--- src/rtl/arb_types_pkg.sv ---
// Shared types for the memory arbiter.
//   ramstate_t  : RAM status as reported by the RAM model (FREE/BUSY/ACCESS/ERROR)
//   arb_state_t : arbiter FSM states
//   REQ_IDX_W   : requester-index width for the default two-CPU build
//   idx_w()     : index width for n entries, never less than 1 bit
package arb_types_pkg;

  typedef enum logic [1:0] {
    FREE   = 2'd0,
    BUSY   = 2'd1,
    ACCESS = 2'd2,
    ERROR  = 2'd3
  } ramstate_t;

  typedef enum logic {
    ARB_IDLE = 1'b0,
    ARB_BUSY = 1'b1
  } arb_state_t;

  localparam int unsigned REQ_IDX_W = 2;

  function automatic int unsigned idx_w(input int unsigned n);
    return (n > 1) ? $clog2(n) : 1;
  endfunction

endpackage

--- src/rtl/prio_pick.sv ---
// Rotating priority picker. The first requester found when scanning upward from
// start (wrapping past N-1 back to 0) is granted.
//   req   in  N   request vector
//   start in  PW  index checked first
//   gnt   out N   one-hot grant
//   valid out 1   any request present
module prio_pick
  import arb_types_pkg::*;
#(
  parameter int unsigned N  = 2,
  parameter int unsigned PW = idx_w(N)
) (
  input  logic [N-1:0]  req,
  input  logic [PW-1:0] start,
  output logic [N-1:0]  gnt,
  output logic          valid
);

  // Two passes: indices at/above start first, then the wrapped-around ones.
  always_comb begin
    gnt   = '0;
    valid = 1'b0;
    for (int j = 0; j < int'(N); j++) begin
      if (!valid && req[j] && (j >= int'(start))) begin
        gnt[j] = 1'b1;
        valid  = 1'b1;
      end
    end
    for (int j = 0; j < int'(N); j++) begin
      if (!valid && req[j] && (j < int'(start))) begin
        gnt[j] = 1'b1;
        valid  = 1'b1;
      end
    end
  end

endmodule

--- src/rtl/memory_arbiter.sv ---
// Shares one single-ported RAM between the per-CPU icache and dcache ports.
// One word transaction is owned at a time; dcache requests beat icache requests.
// Optional macro ARB_ROUND_ROBIN_EN: rotating priority inside each class
// (otherwise lowest CPU index wins).
//
// Ports
//   CLK, RST            clock, asynchronous active-high reset
//   iREN, iaddr         icache read requests/addresses (per CPU)
//   dREN, dWEN, daddr,  dcache read/write requests, addresses, write data
//   dstore
//   iwait, dwait        1 = request not completing this cycle
//   iload, dload        ramload routed to the completing requester, else 0
//   ramREN, ramWEN,     RAM strobes, address and write data of the owner
//   ramaddr, ramstore
//   ramload, ramstate   RAM read data and status
//
// state    | meaning
// ARB_IDLE | no owner; winner of current requests is latched into owner
// ARB_BUSY | owner drives the RAM until ACCESS, or until it drops its request
//
// Requester index: 0..CPUS-1 are dcache ports, CPUS..2*CPUS-1 icache ports.
module memory_arbiter
  import arb_types_pkg::*;
#(
  parameter int unsigned CPUS   = 2,
  parameter int unsigned ADDR_W = 32,
  parameter int unsigned DATA_W = 32
) (
  input  logic                   CLK,
  input  logic                   RST,
  input  logic [CPUS-1:0]        iREN,
  input  logic [CPUS*ADDR_W-1:0] iaddr,
  input  logic [CPUS-1:0]        dREN,
  input  logic [CPUS-1:0]        dWEN,
  input  logic [CPUS*ADDR_W-1:0] daddr,
  input  logic [CPUS*DATA_W-1:0] dstore,
  output logic [CPUS-1:0]        iwait,
  output logic [CPUS-1:0]        dwait,
  output logic [CPUS*DATA_W-1:0] iload,
  output logic [CPUS*DATA_W-1:0] dload,
  output logic                   ramREN,
  output logic                   ramWEN,
  output logic [ADDR_W-1:0]      ramaddr,
  output logic [DATA_W-1:0]      ramstore,
  input  logic [DATA_W-1:0]      ramload,
  input  logic [1:0]             ramstate
);

  localparam int unsigned OW = idx_w(2 * CPUS);
  localparam int unsigned PW = idx_w(CPUS);

  arb_state_t      state, state_nxt;
  logic [OW-1:0]   owner, owner_nxt;
  logic [CPUS-1:0] dreq, d_gnt, i_gnt;
  logic            d_vld, i_vld;
  logic [PW-1:0]   d_start, i_start, d_sel, i_sel;
  logic            own_d, own_req, own_wen;
  logic [PW-1:0]   own_idx;
  logic [ADDR_W-1:0] own_addr;
  logic [DATA_W-1:0] own_store;

  assign dreq    = dREN | dWEN;
  assign own_d   = (owner < OW'(CPUS));
  assign own_idx = own_d ? PW'(owner) : PW'(owner - OW'(CPUS));

  // Owner's request, strobe direction, address and data.
  always_comb begin
    own_req   = 1'b0;
    own_wen   = 1'b0;
    own_addr  = '0;
    own_store = '0;
    for (int k = 0; k < int'(CPUS); k++) begin
      if (PW'(k) == own_idx) begin
        if (own_d) begin
          own_req   = dreq[k];
          own_wen   = dWEN[k];
          own_addr  = daddr[k*ADDR_W +: ADDR_W];
          own_store = dstore[k*DATA_W +: DATA_W];
        end else begin
          own_req  = iREN[k];
          own_addr = iaddr[k*ADDR_W +: ADDR_W];
        end
      end
    end
  end

`ifdef ARB_ROUND_ROBIN_EN
  // Pointers hold the index checked first; after a completion they move to
  // the port following the winner.
  logic [PW-1:0] d_ptr, i_ptr;
  logic          done;

  assign done = (state == ARB_BUSY) && own_req && (ramstate_t'(ramstate) == ACCESS);

  function automatic logic [PW-1:0] after(input logic [PW-1:0] p);
    return (p == PW'(CPUS - 1)) ? '0 : p + 1'b1;
  endfunction

  always_ff @(posedge CLK or posedge RST) begin
    if (RST) begin
      d_ptr <= '0;
      i_ptr <= '0;
    end else if (done) begin
      if (own_d) d_ptr <= after(own_idx);
      else       i_ptr <= after(own_idx);
    end
  end

  assign d_start = d_ptr;
  assign i_start = i_ptr;
`else
  assign d_start = '0;
  assign i_start = '0;
`endif

  prio_pick #(.N(CPUS), .PW(PW)) u_pick_d (
    .req(dreq), .start(d_start), .gnt(d_gnt), .valid(d_vld)
  );

  prio_pick #(.N(CPUS), .PW(PW)) u_pick_i (
    .req(iREN), .start(i_start), .gnt(i_gnt), .valid(i_vld)
  );

  always_comb begin
    d_sel = '0;
    i_sel = '0;
    for (int k = 0; k < int'(CPUS); k++) begin
      if (d_gnt[k]) d_sel = PW'(k);
      if (i_gnt[k]) i_sel = PW'(k);
    end
  end

  always_ff @(posedge CLK or posedge RST) begin
    if (RST) begin
      state <= ARB_IDLE;
      owner <= '0;
    end else begin
      state <= state_nxt;
      owner <= owner_nxt;
    end
  end

  always_comb begin
    state_nxt = state;
    owner_nxt = owner;
    dwait     = dreq;
    iwait     = iREN;
    dload     = '0;
    iload     = '0;
    ramREN    = 1'b0;
    ramWEN    = 1'b0;
    ramaddr   = '0;
    ramstore  = '0;
    case (state)
      ARB_IDLE: begin
        if (d_vld) begin
          owner_nxt = OW'(d_sel);
          state_nxt = ARB_BUSY;
        end else if (i_vld) begin
          owner_nxt = OW'(i_sel) + OW'(CPUS);
          state_nxt = ARB_BUSY;
        end
      end
      ARB_BUSY: begin
        if (!own_req) begin
          // Owner withdrew: strobes already gated off, release next cycle.
          state_nxt = ARB_IDLE;
        end else begin
          ramWEN   = own_wen;
          ramREN   = !own_wen;
          ramaddr  = own_addr;
          ramstore = own_d ? own_store : '0;
          // ERROR keeps the strobes up so the RAM sees the access again.
          if (ramstate_t'(ramstate) == ACCESS) begin
            state_nxt = ARB_IDLE;
            for (int k = 0; k < int'(CPUS); k++) begin
              if (PW'(k) == own_idx) begin
                if (own_d) begin
                  dwait[k]                  = 1'b0;
                  dload[k*DATA_W +: DATA_W] = ramload;
                end else begin
                  iwait[k]                  = 1'b0;
                  iload[k*DATA_W +: DATA_W] = ramload;
                end
              end
            end
          end
        end
      end
      default: state_nxt = ARB_IDLE;
    endcase
  end

`ifndef SYNTHESIS
  // A dcache must not flip between read and write while it owns the RAM.
  a_dir_stable: assert property (
    @(posedge CLK) disable iff (RST)
      (state == ARB_BUSY && own_d && own_req && $past(state == ARB_BUSY && own_req))
        |-> $stable(own_wen)
  );
`endif

endmodule

--- config.mk ---
export PLATFORM = sky130hd
export DESIGN_NAME = memory_arbiter
export DESIGN_NICKNAME = d
export VERILOG_FILES = /design/src/rtl/arb_types_pkg.sv /design/src/rtl/prio_pick.sv /design/src/rtl/memory_arbiter.sv
export SDC_FILE = /design/constraint.sdc
export NUM_CORES = 1
export LEC_CHECK = 0
export BUFFER_PORTS_ARGS = -buffer_cell sky130_fd_sc_hd__buf_2
export CAP_MARGIN = 40
export CORE_AREA = 2 2 167 169
export CTS_BUF_LIST = sky130_fd_sc_hd__clkbuf_4 sky130_fd_sc_hd__clkbuf_8
export CTS_CLUSTER_DIAMETER = 60
export DETAILED_ROUTE_END_ITERATION = 10
export DIE_AREA = 0 0 169 171
export GPL_TIMING_DRIVEN = 0
export PLACE_DENSITY = 0.43
export SETUP_SLACK_MARGIN = 0.4
export SLEW_MARGIN = 0
export SYNTH_ARGS = -nofsm -noshare
export SYNTH_HDL_FRONTEND = slang
export SYNTH_SLANG_ARGS = --single-unit
--- constraint.sdc ---
create_clock -name CLK -period 4 [get_ports CLK]
set_clock_uncertainty 0.15 [all_clocks]
set_input_delay 0.2 -clock CLK [delete_from_list [all_inputs] [get_ports CLK]]
set_output_delay 0.2 -clock CLK [all_outputs]
set_load 0.1 [all_outputs]
==> impl_metrics.csv <==
group,metric,value,unit
clocking,root_buffer,"clkbuf_8",
worst_setup_path,path_delay_family,"simple AND/OR/NAND/NOR gates",
pwr,irDropWorstVdd,241.1,uV
synthesis,netlist_area,2955,sq um
timing,post-route-period-util,75.55,%
worst_setup_path,cp_data_arrival_time,2670,ps
layout,final_common_cell,"buf_2",
worst_hold_path,min_path_type,"primary input to flip-flop",
worst_setup_path,crit_slowest_cell,"nor3_1",
timing,tightest_slew,897.3,ps
placement,dp_slack,1178,ps
worst_setup_path,end_kind,"output port",
synthesis,synth_seq_area_share,2.540,%
flow_run,cap_violations,0,
grt,antenna_found_initial,5,
layout,synthToLayoutAreaGrowth,90.30,%
worst_setup_path,criticalPathCategory,"flip-flop to output port",
worst_setup_path,cp.required,3650,ps
placement,gp_congestion,0.7607,
worst_setup_path,worstPathCellList,"buf_6, nand2_4, nor3_1, clkbuf_1, and2_1, buf_2",
die,die_h,171,um
worst_setup_path,r2r_end,"owner[0]",
synthesis,synth_seq_cells,3,
worst_hold_path,min_path_cells,3,
route,vias,4379,
synthesis,syn_nets,573,
worst_hold_path,min_to,"owner[1]",
synthesis,syn_avg_cell_area,8.718,sq um
route,antenna_left,0,
route,drtIter0Drc,147,
synthesis,yosysUniqueCellTypes,30,
pwr,finalPower,5.101,mW
pwr,power_density,907.0,nW/um^2
clocking,htree_levels,1,
grt,grt_usage,11.15,%
route,wire_per_inst,15.87,um
clocking,cts.sinks,3,
layout,final_nets,1012,
timing,finalCriticalPeriod,3022,ps
route,dr.pass1.iters,4,
grt,grt_pass1_wl,24730,um
worst_setup_path,reg2reg_depth,4,
clocking,cts_tree,"done",
layout,finalNonFillerCells,1126,
clocking,numCtsBuffers,3,
layout,layout-drive-gt1-share,68.21,%
route,avgViaCountPerCell,3.889,
timing,hold_viol_final,0,
die,start_util,10.82,%
layout,final_cell_mix,"buf_2 (447), and2_1 (128), mux4_2 (33), mux2i_1 (33), nor3b_1 (32)",
timing,max_freq,330.9,MHz
route,wl,17870,um
worst_hold_path,hold_start,"iREN[0]",
route,drc_errors,0,
clocking,cts_resized,0,
grt,grt_max_degree,11,
timing,rsz0062_at_grt,"false",
grt,overflow,0,
worst_setup_path,path_buf_inv,3,
clocking,cts.path.max_buffers,2,
synthesis,async_reset_ff_share,100.0,%
synthesis,yosysWarnings,0,
die,ios,432,
timing,drv_slew,0,
pwr,p_leak,3.148,nW
die,dieArea,28900,sq um
timing,setup_violations,0,
timing,relSlewSlack,39.72,%
worst_setup_path,critPathMaxFanout,10,
synthesis,synth_ff_type,"dfrtp_1",
status,outcome,"completed",
timing,timing.final.ws_setup,977.8,ps
clocking,path_clk_slew,30,ps
clocking,insertion_delay,210,ps
grt,grt_pass1_vias,4250,
worst_setup_path,max_stage_delay,740,ps
placement,port_buffers,431,
timing,fin_tns_setup,0,ps
die,core_area,27320,sq um
worst_setup_path,reg2reg_from,"owner[0]",
die,row_count,61,
synthesis,synth_edf_count,0,
synthesis,synthCells,339,
worst_setup_path,cp-start-kind,"flip-flop",
placement,place_inst,1118,
die,chipWidth,169,um
worst_setup_path,r2r_slack,2330,ps
placement,dp_hpwl,15520,um
-- power breakdown --
group / switching [mW] / leakage, nW / internal [mW]
Sequential: 0.0166 / 0.0358 / 0.0456
Clock: 0.0184 / 0.0262 / 0.0746
Combinational: 3.87 / 3.09 / 1.07
Total: 3.91 / 3.15 / 1.19
-- how the worst max path moves through the flow --
stage,from,endpoint,slack (ps),depth (start not counted)
2_1_floorplan,state,ramaddr[10],310,5
3_3_place_gp,owner[0],dload[14],920,5
3_5_place_dp,owner[1],iload[48],1180,6
4_1_cts,owner[1],iload[48],930,6
5_1_grt,state,dload[3],800,8
6_report,owner[1],iload[48],980,6
-- synthesized netlist by cell type (all sizes together), types with 5 or more instances --
| library cell | number | area [sq um] |
|---|---|---|
| nor3 | 36 | 325.3 |
| nor3b | 32 | 240.2 |
| buf | 24 | 157.6 |
| clkbuf | 14 | 55.05 |
| nor2 | 9 | 33.78 |
| and2 | 128 | 800.8 |
| mux4 | 33 | 743.2 |
| mux2i | 33 | 330.3 |
| inv | 5 | 18.76 |
-- sequential cells by signal, summed over array words and instances (netlist names) --
| register | count |
|---|---|
| owner | 2 |
| state | 1 |
-- kinds of logic (layout without fill, tap and decap cells) --
| family | after synthesis | in the layout | share of synthesized area (%) |
|---|---|---|---|
| other cells | 0 | 3 | 0 |
| buf+inv | 43 | 481 | 7.832 |
| mux | 66 | 66 | 36.33 |
| simple gates | 216 | 216 | 50.80 |
| flops | 3 | 3 | 2.540 |
| compound gates | 11 | 11 | 2.498 |
-- tightest hold or removal path: stages --
cell and delay (ps):
buf_2 120, o21ai_0 140, a21oi_1 80
-- timing repair --
| action | CTS | global route |
|---|---|---|
| setup buffers | 0 | 0 |
| hold endpoints to repair | 3 | 0 |
| hold buffers | 1 | 0 |
-- metrics by stage --
| stage | utilization (%) | instance area, sq um | hold WS [ps] |
|---|---|---|---|
| 2_1_floorplan | - | 2955 | -196.4 |
| 3_3_place_gp | 20.29 | 5545 | -65.37 |
| 3_5_place_dp | 20.34 | 5558 | -67.70 |
| 4_1_cts | 20.56 | 5617 | 225.3 |
| 5_1_grt | 20.56 | 5617 | 254.1 |
| 6_report | 20.58 | 5624 | 226.9 |
-- cell type report --
class	instances	area, sq um
Fill cell	3150	21700
Multi-Input combinational cell	293	2649
Timing Repair Buffer	434	2180
Tap cell	346	432.9
Buffer	38	212.7
Sequential cell	3	75.07
Clock buffer	4	48.80
Inverter	5	18.77
Antenna cell	3	7.507
-- metal layers --
layer | global-route usage [%] | routed length (um) | vias up
li1 | - | - | 2095
met1 | 13.70 | 7479 | 2011
met2 | 20.67 | 8921 | 261
met3 | 2.359 | 1370 | 8
met4 | 1.003 | 67 | 4
met5 | 0 | 27 | -
Note: power is estimated with default switching activity, not from simulation.
